File: src/rtl/gups_pkg.sv
// Shared types for the GUPS scheduler: address/count widths and the run-control states.
package gups_pkg;

    localparam int GUPS_ADDR_W = 64;
    localparam int GUPS_CNT_W  = 32;

    typedef logic [GUPS_ADDR_W-1:0] addr_t;
    typedef logic [GUPS_CNT_W-1:0]  cnt_t;

    typedef enum logic [1:0] {
        IDLE  = 2'd0,
        RUN   = 2'd1,
        DRAIN = 2'd2,
        DONE  = 2'd3
    } sched_state_t;

endpackage

File: src/rtl/gups_addr_fifo.sv
// In-order FIFO of read addresses awaiting their memory responses.
module gups_addr_fifo
    import gups_pkg::*;
#(
    parameter int DEPTH = 8
) (
    input  logic                   clk,
    input  logic                   rst_n,
    input  logic                   push,
    input  logic [GUPS_ADDR_W-1:0] push_data,
    input  logic                   pop,
    output logic [GUPS_ADDR_W-1:0] rd_data,
    output logic                   full,
    output logic                   empty
);

    localparam int AW = $clog2(DEPTH);

    logic [GUPS_ADDR_W-1:0] mem_q [DEPTH];
    logic [AW:0]            wptr_q;
    logic [AW:0]            rptr_q;
    logic                   do_push;
    logic                   do_pop;

    // Extra pointer bit distinguishes full from empty when the indices match.
    assign empty   = (wptr_q == rptr_q);
    assign full    = (wptr_q[AW] != rptr_q[AW]) && (wptr_q[AW-1:0] == rptr_q[AW-1:0]);
    assign do_push = push && !full;
    assign do_pop  = pop && !empty;
    assign rd_data = mem_q[rptr_q[AW-1:0]];

    always_ff @(posedge clk or negedge rst_n) begin
        if (!rst_n) begin
            wptr_q <= '0;
            rptr_q <= '0;
            for (int i = 0; i < DEPTH; i++) begin
                mem_q[i] <= '0;
            end
        end else begin
            if (do_push) begin
                mem_q[wptr_q[AW-1:0]] <= push_data;
                wptr_q                <= wptr_q + 1'b1;
            end
            if (do_pop) begin
                rptr_q <= rptr_q + 1'b1;
            end
        end
    end

endmodule

File: src/rtl/gups_sched.sv
// GUPS scheduler: round-robin read issue from generator lanes, then write-back of
// mem[a] ^ a for every returned read, bounded by MAX_OUT outstanding reads.
module gups_sched
    import gups_pkg::*;
#(
    parameter int NUM_GEN = 4,
    parameter int MAX_OUT = 8
) (
    input  logic                           clk,
    input  logic                           rst_n,
    input  logic                           start,
    input  logic [GUPS_CNT_W-1:0]          num_updates,
    input  logic [GUPS_ADDR_W-1:0]         range_mask,
    input  logic [NUM_GEN-1:0]             gen_valid,
    input  logic [GUPS_ADDR_W*NUM_GEN-1:0] gen_addr,
    output logic [NUM_GEN-1:0]             gen_ready,
    output logic                           mem_req_valid,
    input  logic                           mem_req_ready,
    output logic                           mem_req_write,
    output logic [GUPS_ADDR_W-1:0]         mem_req_addr,
    output logic [GUPS_ADDR_W-1:0]         mem_req_wdata,
    input  logic                           mem_rsp_valid,
    output logic                           mem_rsp_ready,
    input  logic [GUPS_ADDR_W-1:0]         mem_rsp_data,
    output logic                           busy,
    output logic                           done,
    output logic [GUPS_CNT_W-1:0]          update_count,
    output logic [1:0]                     dbg_state
);

    localparam int PW = (NUM_GEN > 1) ? $clog2(NUM_GEN) : 1;
    localparam int OW = $clog2(MAX_OUT) + 1;

    sched_state_t           state_q;
    logic                   busy_q;
    logic                   done_q;
    logic [GUPS_CNT_W-1:0]  num_q;
    logic [GUPS_ADDR_W-1:0] mask_q;
    logic [GUPS_CNT_W-1:0]  issued_q;
    logic [GUPS_CNT_W-1:0]  ucnt_q;
    logic [OW-1:0]          out_q;
    logic [PW-1:0]          ptr_q;
    logic                   wr_full_q;
    logic [GUPS_ADDR_W-1:0] wr_addr_q;
    logic [GUPS_ADDR_W-1:0] wr_data_q;

    logic [PW-1:0]          sel;
    logic                   sel_vld;
    logic [GUPS_ADDR_W-1:0] sel_addr;
    logic                   rd_ok;
    logic                   rd_fire;
    logic                   wr_fire;
    logic                   rsp_fire;
    logic                   start_ok;
    logic                   fifo_full;
    logic                   fifo_empty;
    logic [GUPS_ADDR_W-1:0] fifo_head;

    // First pass searches lanes at or after the pointer, second pass wraps around.
    always_comb begin
        sel      = '0;
        sel_vld  = 1'b0;
        sel_addr = '0;
        for (int i = 0; i < NUM_GEN; i++) begin
            if (!sel_vld && gen_valid[i] && (i >= int'(ptr_q))) begin
                sel      = PW'(i);
                sel_vld  = 1'b1;
                sel_addr = gen_addr[i*GUPS_ADDR_W +: GUPS_ADDR_W];
            end
        end
        for (int i = 0; i < NUM_GEN; i++) begin
            if (!sel_vld && gen_valid[i]) begin
                sel      = PW'(i);
                sel_vld  = 1'b1;
                sel_addr = gen_addr[i*GUPS_ADDR_W +: GUPS_ADDR_W];
            end
        end
    end

    // Every channel transfers on valid && ready; a pending write owns the request port.
    assign rd_ok = (state_q == RUN) && !wr_full_q && (out_q < OW'(MAX_OUT)) && !fifo_full
                   && (issued_q < num_q) && sel_vld;
    assign rd_fire  = rd_ok && mem_req_ready;
    assign wr_fire  = wr_full_q && mem_req_ready;
    assign start_ok = (state_q == IDLE) && start;

    assign mem_req_valid = wr_full_q || rd_ok;
    assign mem_req_write = wr_full_q;
    assign mem_req_addr  = wr_full_q ? wr_addr_q : (sel_addr & mask_q);
    assign mem_req_wdata = wr_full_q ? wr_data_q : '0;
    assign gen_ready     = rd_fire ? (NUM_GEN'(1) << sel) : '0;
    assign mem_rsp_ready = !wr_full_q || mem_req_ready;
    assign rsp_fire      = mem_rsp_valid && mem_rsp_ready && !fifo_empty;

    assign busy         = busy_q;
    assign done         = done_q;
    assign update_count = ucnt_q;
    assign dbg_state    = state_q;

    gups_addr_fifo #(
        .DEPTH (MAX_OUT)
    ) u_fifo (
        .clk       (clk),
        .rst_n     (rst_n),
        .push      (rd_fire),
        .push_data (sel_addr & mask_q),
        .pop       (rsp_fire),
        .rd_data   (fifo_head),
        .full      (fifo_full),
        .empty     (fifo_empty)
    );

    always_ff @(posedge clk or negedge rst_n) begin
        if (!rst_n) begin
            state_q <= IDLE;
            busy_q  <= 1'b0;
            done_q  <= 1'b0;
        end else begin
            done_q <= 1'b0;
            case (state_q)
                IDLE: begin
                    if (start) begin
                        if (num_updates != '0) begin
                            state_q <= RUN;
                            busy_q  <= 1'b1;
                        end else begin
                            state_q <= DONE;
                            done_q  <= 1'b1;
                        end
                    end
                end
                RUN: begin
                    if (issued_q == num_q) begin
                        state_q <= DRAIN;
                    end
                end
                DRAIN: begin
                    if ((out_q == '0) && !wr_full_q) begin
                        state_q <= DONE;
                        busy_q  <= 1'b0;
                        done_q  <= 1'b1;
                    end
                end
                default: begin
                    state_q <= IDLE;
                end
            endcase
        end
    end

    always_ff @(posedge clk or negedge rst_n) begin
        if (!rst_n) begin
            num_q     <= '0;
            mask_q    <= '0;
            issued_q  <= '0;
            ucnt_q    <= '0;
            out_q     <= '0;
            ptr_q     <= '0;
            wr_full_q <= 1'b0;
            wr_addr_q <= '0;
            wr_data_q <= '0;
        end else begin
            if (start_ok) begin
                num_q    <= num_updates;
                mask_q   <= range_mask;
                issued_q <= '0;
                ucnt_q   <= '0;
                out_q    <= '0;
            end else begin
                if (rd_fire) begin
                    issued_q <= issued_q + 1'b1;
                    ptr_q    <= (sel == PW'(NUM_GEN - 1)) ? '0 : sel + 1'b1;
                end
                if (wr_fire) begin
                    ucnt_q <= ucnt_q + 1'b1;
                end
                if (rd_fire && !rsp_fire) begin
                    out_q <= out_q + 1'b1;
                end else if (!rd_fire && rsp_fire) begin
                    out_q <= out_q - 1'b1;
                end
            end
            // A response arriving while the old write drains reloads the register.
            if (rsp_fire) begin
                wr_full_q <= 1'b1;
                wr_addr_q <= fifo_head;
                wr_data_q <= mem_rsp_data ^ fifo_head;
            end else if (wr_fire) begin
                wr_full_q <= 1'b0;
            end
        end
    end

endmodule

File: config.mk
export PLATFORM = sky130hd
export DESIGN_NAME = gups_sched
export DESIGN_NICKNAME = d
export VERILOG_FILES = /design/src/rtl/gups_pkg.sv /design/src/rtl/gups_addr_fifo.sv /design/src/rtl/gups_sched.sv
export SDC_FILE = /design/constraint.sdc
export NUM_CORES = 2
export LEC_CHECK = 0
export BUFFER_PORTS_ARGS = -buffer_cell sky130_fd_sc_hd__buf_2
export CORE_MARGIN = 2
export CORE_UTILIZATION = 30
export DETAILED_ROUTE_END_ITERATION = 6
export PLACE_DENSITY = 0.58
export SLEW_MARGIN = 20
export SYNTH_ARGS = -nofsm -noshare
export SYNTH_HDL_FRONTEND = slang
export SYNTH_HIERARCHICAL = 1
export SYNTH_SLANG_ARGS = --single-unit
File: constraint.sdc
create_clock -name clk -period 6.2 [get_ports clk]
set_input_delay 1.24 -clock clk [delete_from_list [all_inputs] [get_ports clk]]
set_output_delay 1.24 -clock clk [all_outputs]
set_load 0.005 [all_outputs]
==> impl_metrics.ini <==
[synth]
synth-compound-area-share = 0.06151
synth_edf_count = 0
async_flop_share = 1.000
synth_area_per_cell_um2 = 12.36
synth_top_family_by_area = multiplexers
synth_fp_nets = 3704
synth_warnings = 6
yosysUniqueCellTypes = 71
yosysSeqAreaShare = 0.5130
muxShareOfSynthArea = 0.2609
synth_common_cells = dfrtp_1 (819), nand2_1 (611), mux2_2 (585)
synth.top_cell.area_share = 0.5130
postSynthCellCount = 3232
synth-simple-area-share = 0.09722
ys_seq_elements = 819
yosysMostFrequentCell = dfrtp_1
synth-xor-area-share = 0.02302
synthAdderAreaFrac = 0.01491
yosys.area.top_type = dfrtp_1
synthFlopType = dfrtp_1
synthesis.area_um2 = 39950
yosys-top-cells-area = dfrtp_1 (51%), mux2_2 (16%), mux4_2 (7.2%)

[global_routing]
grt_pass1_vias = 28720
grt_usage = 0.1694
grt_pass1_wl_mm = 177.6
overflow = 0
antenna_found_initial = 15
grt_max_degree = 194

[timing]
drv_slew = 0
setup_viol = 0
worst_slew_pin_slew_ps = 1045
rsz0062_at_grt = false
post-route-period-util = 0.8319
fin_tns_setup_ps = 0
relSlewSlack = 0.3034
timing_hold_violations_final = 0
max_freq_mhz = 193.9
finalClockSkew_ps = 34.93
fin_crit_ps = 5158

[die]
die-area_um2 = 136100
dieWidth_um = 368.9
num_rows = 133
ios = 596
start_util = 0.3031
core_area_um2 = 131800
dieHeight_um = 368.9

[detailed_routing]
drc_errors = 13
drt-wirelength-per-cell_um = 20.57
postRouteAntennaNets = 0
post_drt_via_cell_ratio = 4.915
wl_mm = 116.5
first_pass_iters = 7
vias = 27850
drt_iter0_drc = 1854

[cts]
clock_latency_ps = 700
post_cts_resized = 0
cts_buffers = 94
ctsLongestPathBuffers = 3
cts_tree = yes
numClockSinks = 819
postCtsHoldBufs = 0
clk_pin_slew_ps = 60
cts_setup_buffers = 0
cts.htree.levels = 3
ctsRootBufferMaster = clkbuf_16

[power]
p_int_w = 0.01034
pwr-share-comb = 0.207
swShare = 0.3036
ir_worst_vdd_mv = 0.2101
clock_power_share = 0.397
power_switching_w = 0.004507
p_leak_nw = 24.20
cellPowerDensity_nw_per_um2 = 305.8
p_seq_frac = 0.395

[setup_path]
crit_chain = buf_2 -> nor2_1 -> o221a_4 -> buf_4 -> a222oi_1 -> a21boi_0 -> mux2_2 -> buf_2
max_stage_delay_ps = 760
critPathKind = primary input to output port
critical_path_buf_inv_count = 3
critPathArrivalTime_ps = 3920
setup.worst_path.start_class = primary input
crit_required_ps = 4960
cp_max_fo = 40
r2r-start = u_fifo/wptr_q[1]
cp_slowest_cell = o221a_4
startpoint = gen_valid[1]
crit_family = compound AO/OA/AOI/OAI gates
end_kind = output port
crit_path_frequent_cell = buf_2

[worst_hold_path]
hold_start = mask_q[5]
hold_path.class = flop to flop

[flow_run]
maxCapViolCount = 0

[status]
outcome = complete, but fails checks
violations = design-rule violations

[placed_design]
place_hpwl_mm = 74.69
dp.cells = 5481
placed_area_um2 = 45220
place.gp.congestion = 0.8313
io_buffers = 595

[finish]
area.growth.synth_to_final_pct = 21.51
stdcell_count = 5665
design_area_um2 = 48540
filler_cell_count = 12920
final_layout_size_suffix_gt1_frac = 0.4281
layout.nets = 4294
-- state kept, by name, indices dropped and copies added (netlist names) --
| name | count |
|---|---|
| busy | 1 |
| dbg_state | 2 |
| done | 1 |
| issued_q | 32 |
| mask_q | 64 |
| mem_req_write | 1 |
| num_q | 32 |
| out_q | 4 |
| ptr_q | 2 |
| u_fifo/mem_q | 512 |
| u_fifo/rptr_q | 4 |
| u_fifo/wptr_q | 4 |
| update_count | 32 |
| wr_addr_q | 64 |
| wr_data_q | 64 |
-- placed cells by master, fill, tap and decap left out, types with 7 or more instances in the layout --
master     count
nand2b_1       8
a21boi_0      62
buf_4         95
nor2_1        44
ha_1          46
bufinv_16      9
mux2_2       585
mux4_2       128
nand2_1      608
xnor2_1       82
buf_12        12
dfrtp_1      815
a21oi_1       49
clkbuf_1      16
o21ai_0      114
or4_1         16
buf_2        594
clkbuf_16     95
xor2_1        23
and3_1         8
diode_2        7
clkbuf_8      25
mux2_4        60
nand4_1       12
a222oi_1      64
inv_1         54
nor3_1         7
nand3_1       25
and2_1        73
nor4_1        16
o31ai_1       15
clkinv_2      16
or3_1         10
-- final timing paths --
kind,cells past startpoint,endpoint,slack (ps)
worst max-delay path,8,mem_req_addr[39],1040
worst min-delay path,2,mask_q[5],460
worst max register to register,13,u_fifo/mem_q[211],1540
worst min register to register,2,mask_q[5],460
max in group asynchronous,2,u_fifo/mem_q[295],4220
min in group asynchronous,1,issued_q[8],550
-- per-layer routing --
layer | routed length (um) | GRT usage | part of all wire
met5 | 33 | 0 | 0.00028
met4 | 2955 | 0.05440 | 0.025
met3 | 5709 | 0.02976 | 0.049
met2 | 55170 | 0.2753 | 0.47
met1 | 52660 | 0.2288 | 0.45
-- worst register-to-register path, stage by stage, from the launching register on --
cell	delay [ps]
dfrtp_1	510
xnor2_1	210
nand4_2	200
inv_2	140
nor4_1	310
o2111ai_1	220
a211oi_2	290
o211ai_2	180
a21o_1	200
inv_2	340
nor4bb_1	530
nand2_4	480
buf_4	530
mux2_2	420
-- per-stage QoR --
stage | worst slack, ps | power, W | hold slack [ps] | util
6_report | 1042 | 0.01485 | 464.9 | 0.3683
4_1_cts | 962.4 | 0.01510 | 470.8 | 0.3682
5_1_grt | 890.4 | 0.01557 | 488.7 | 0.3683
2_1_floorplan | 1852 | 0.007806 | 439.2 | -
3_3_place_gp | 1047 | 0.009097 | 451.6 | 0.3431
3_5_place_dp | 1020 | 0.009119 | 456.1 | 0.3431
-- kinds of logic (layout without fill, tap and decap cells) --
group           Yosys count  count (layout)
simple gates            869             869
flops                   819             819
mux                     778             778
compound gates          349             349
buf+inv                 265             936
xor+xnor                105             105
fa+ha+maj                47              47
other cells               0               7
-- power groups by stage --
stage               registers, W  logic [W]  clock network, W
floorplan                0.00583    0.00197                 0
global placement         0.00595    0.00314                 0
detailed placement       0.00596    0.00315                 0
finish                   0.00587    0.00308           0.00590
CTS                      0.00587    0.00316           0.00607
global route             0.00590    0.00338           0.00628
-- final cells by class --
cell class / instances / area [um2] / share of cell area
inverters: 57 / 216.5 / 0.004459
clock buffers: 136 / 2781 / 0.05730
clock inverters: 41 / 528.0 / 0.01088
repair buffers: 702 / 3941 / 0.08119
diodes: 7 / 17.52 / 0.0003609
multi-input cells: 2148 / 18350 / 0.3781
well taps: 1755 / 2196 / 0.04524
flip-flops and latches: 819 / 20510 / 0.4225
No activity file was read; power rests on OpenSTA's default activity.
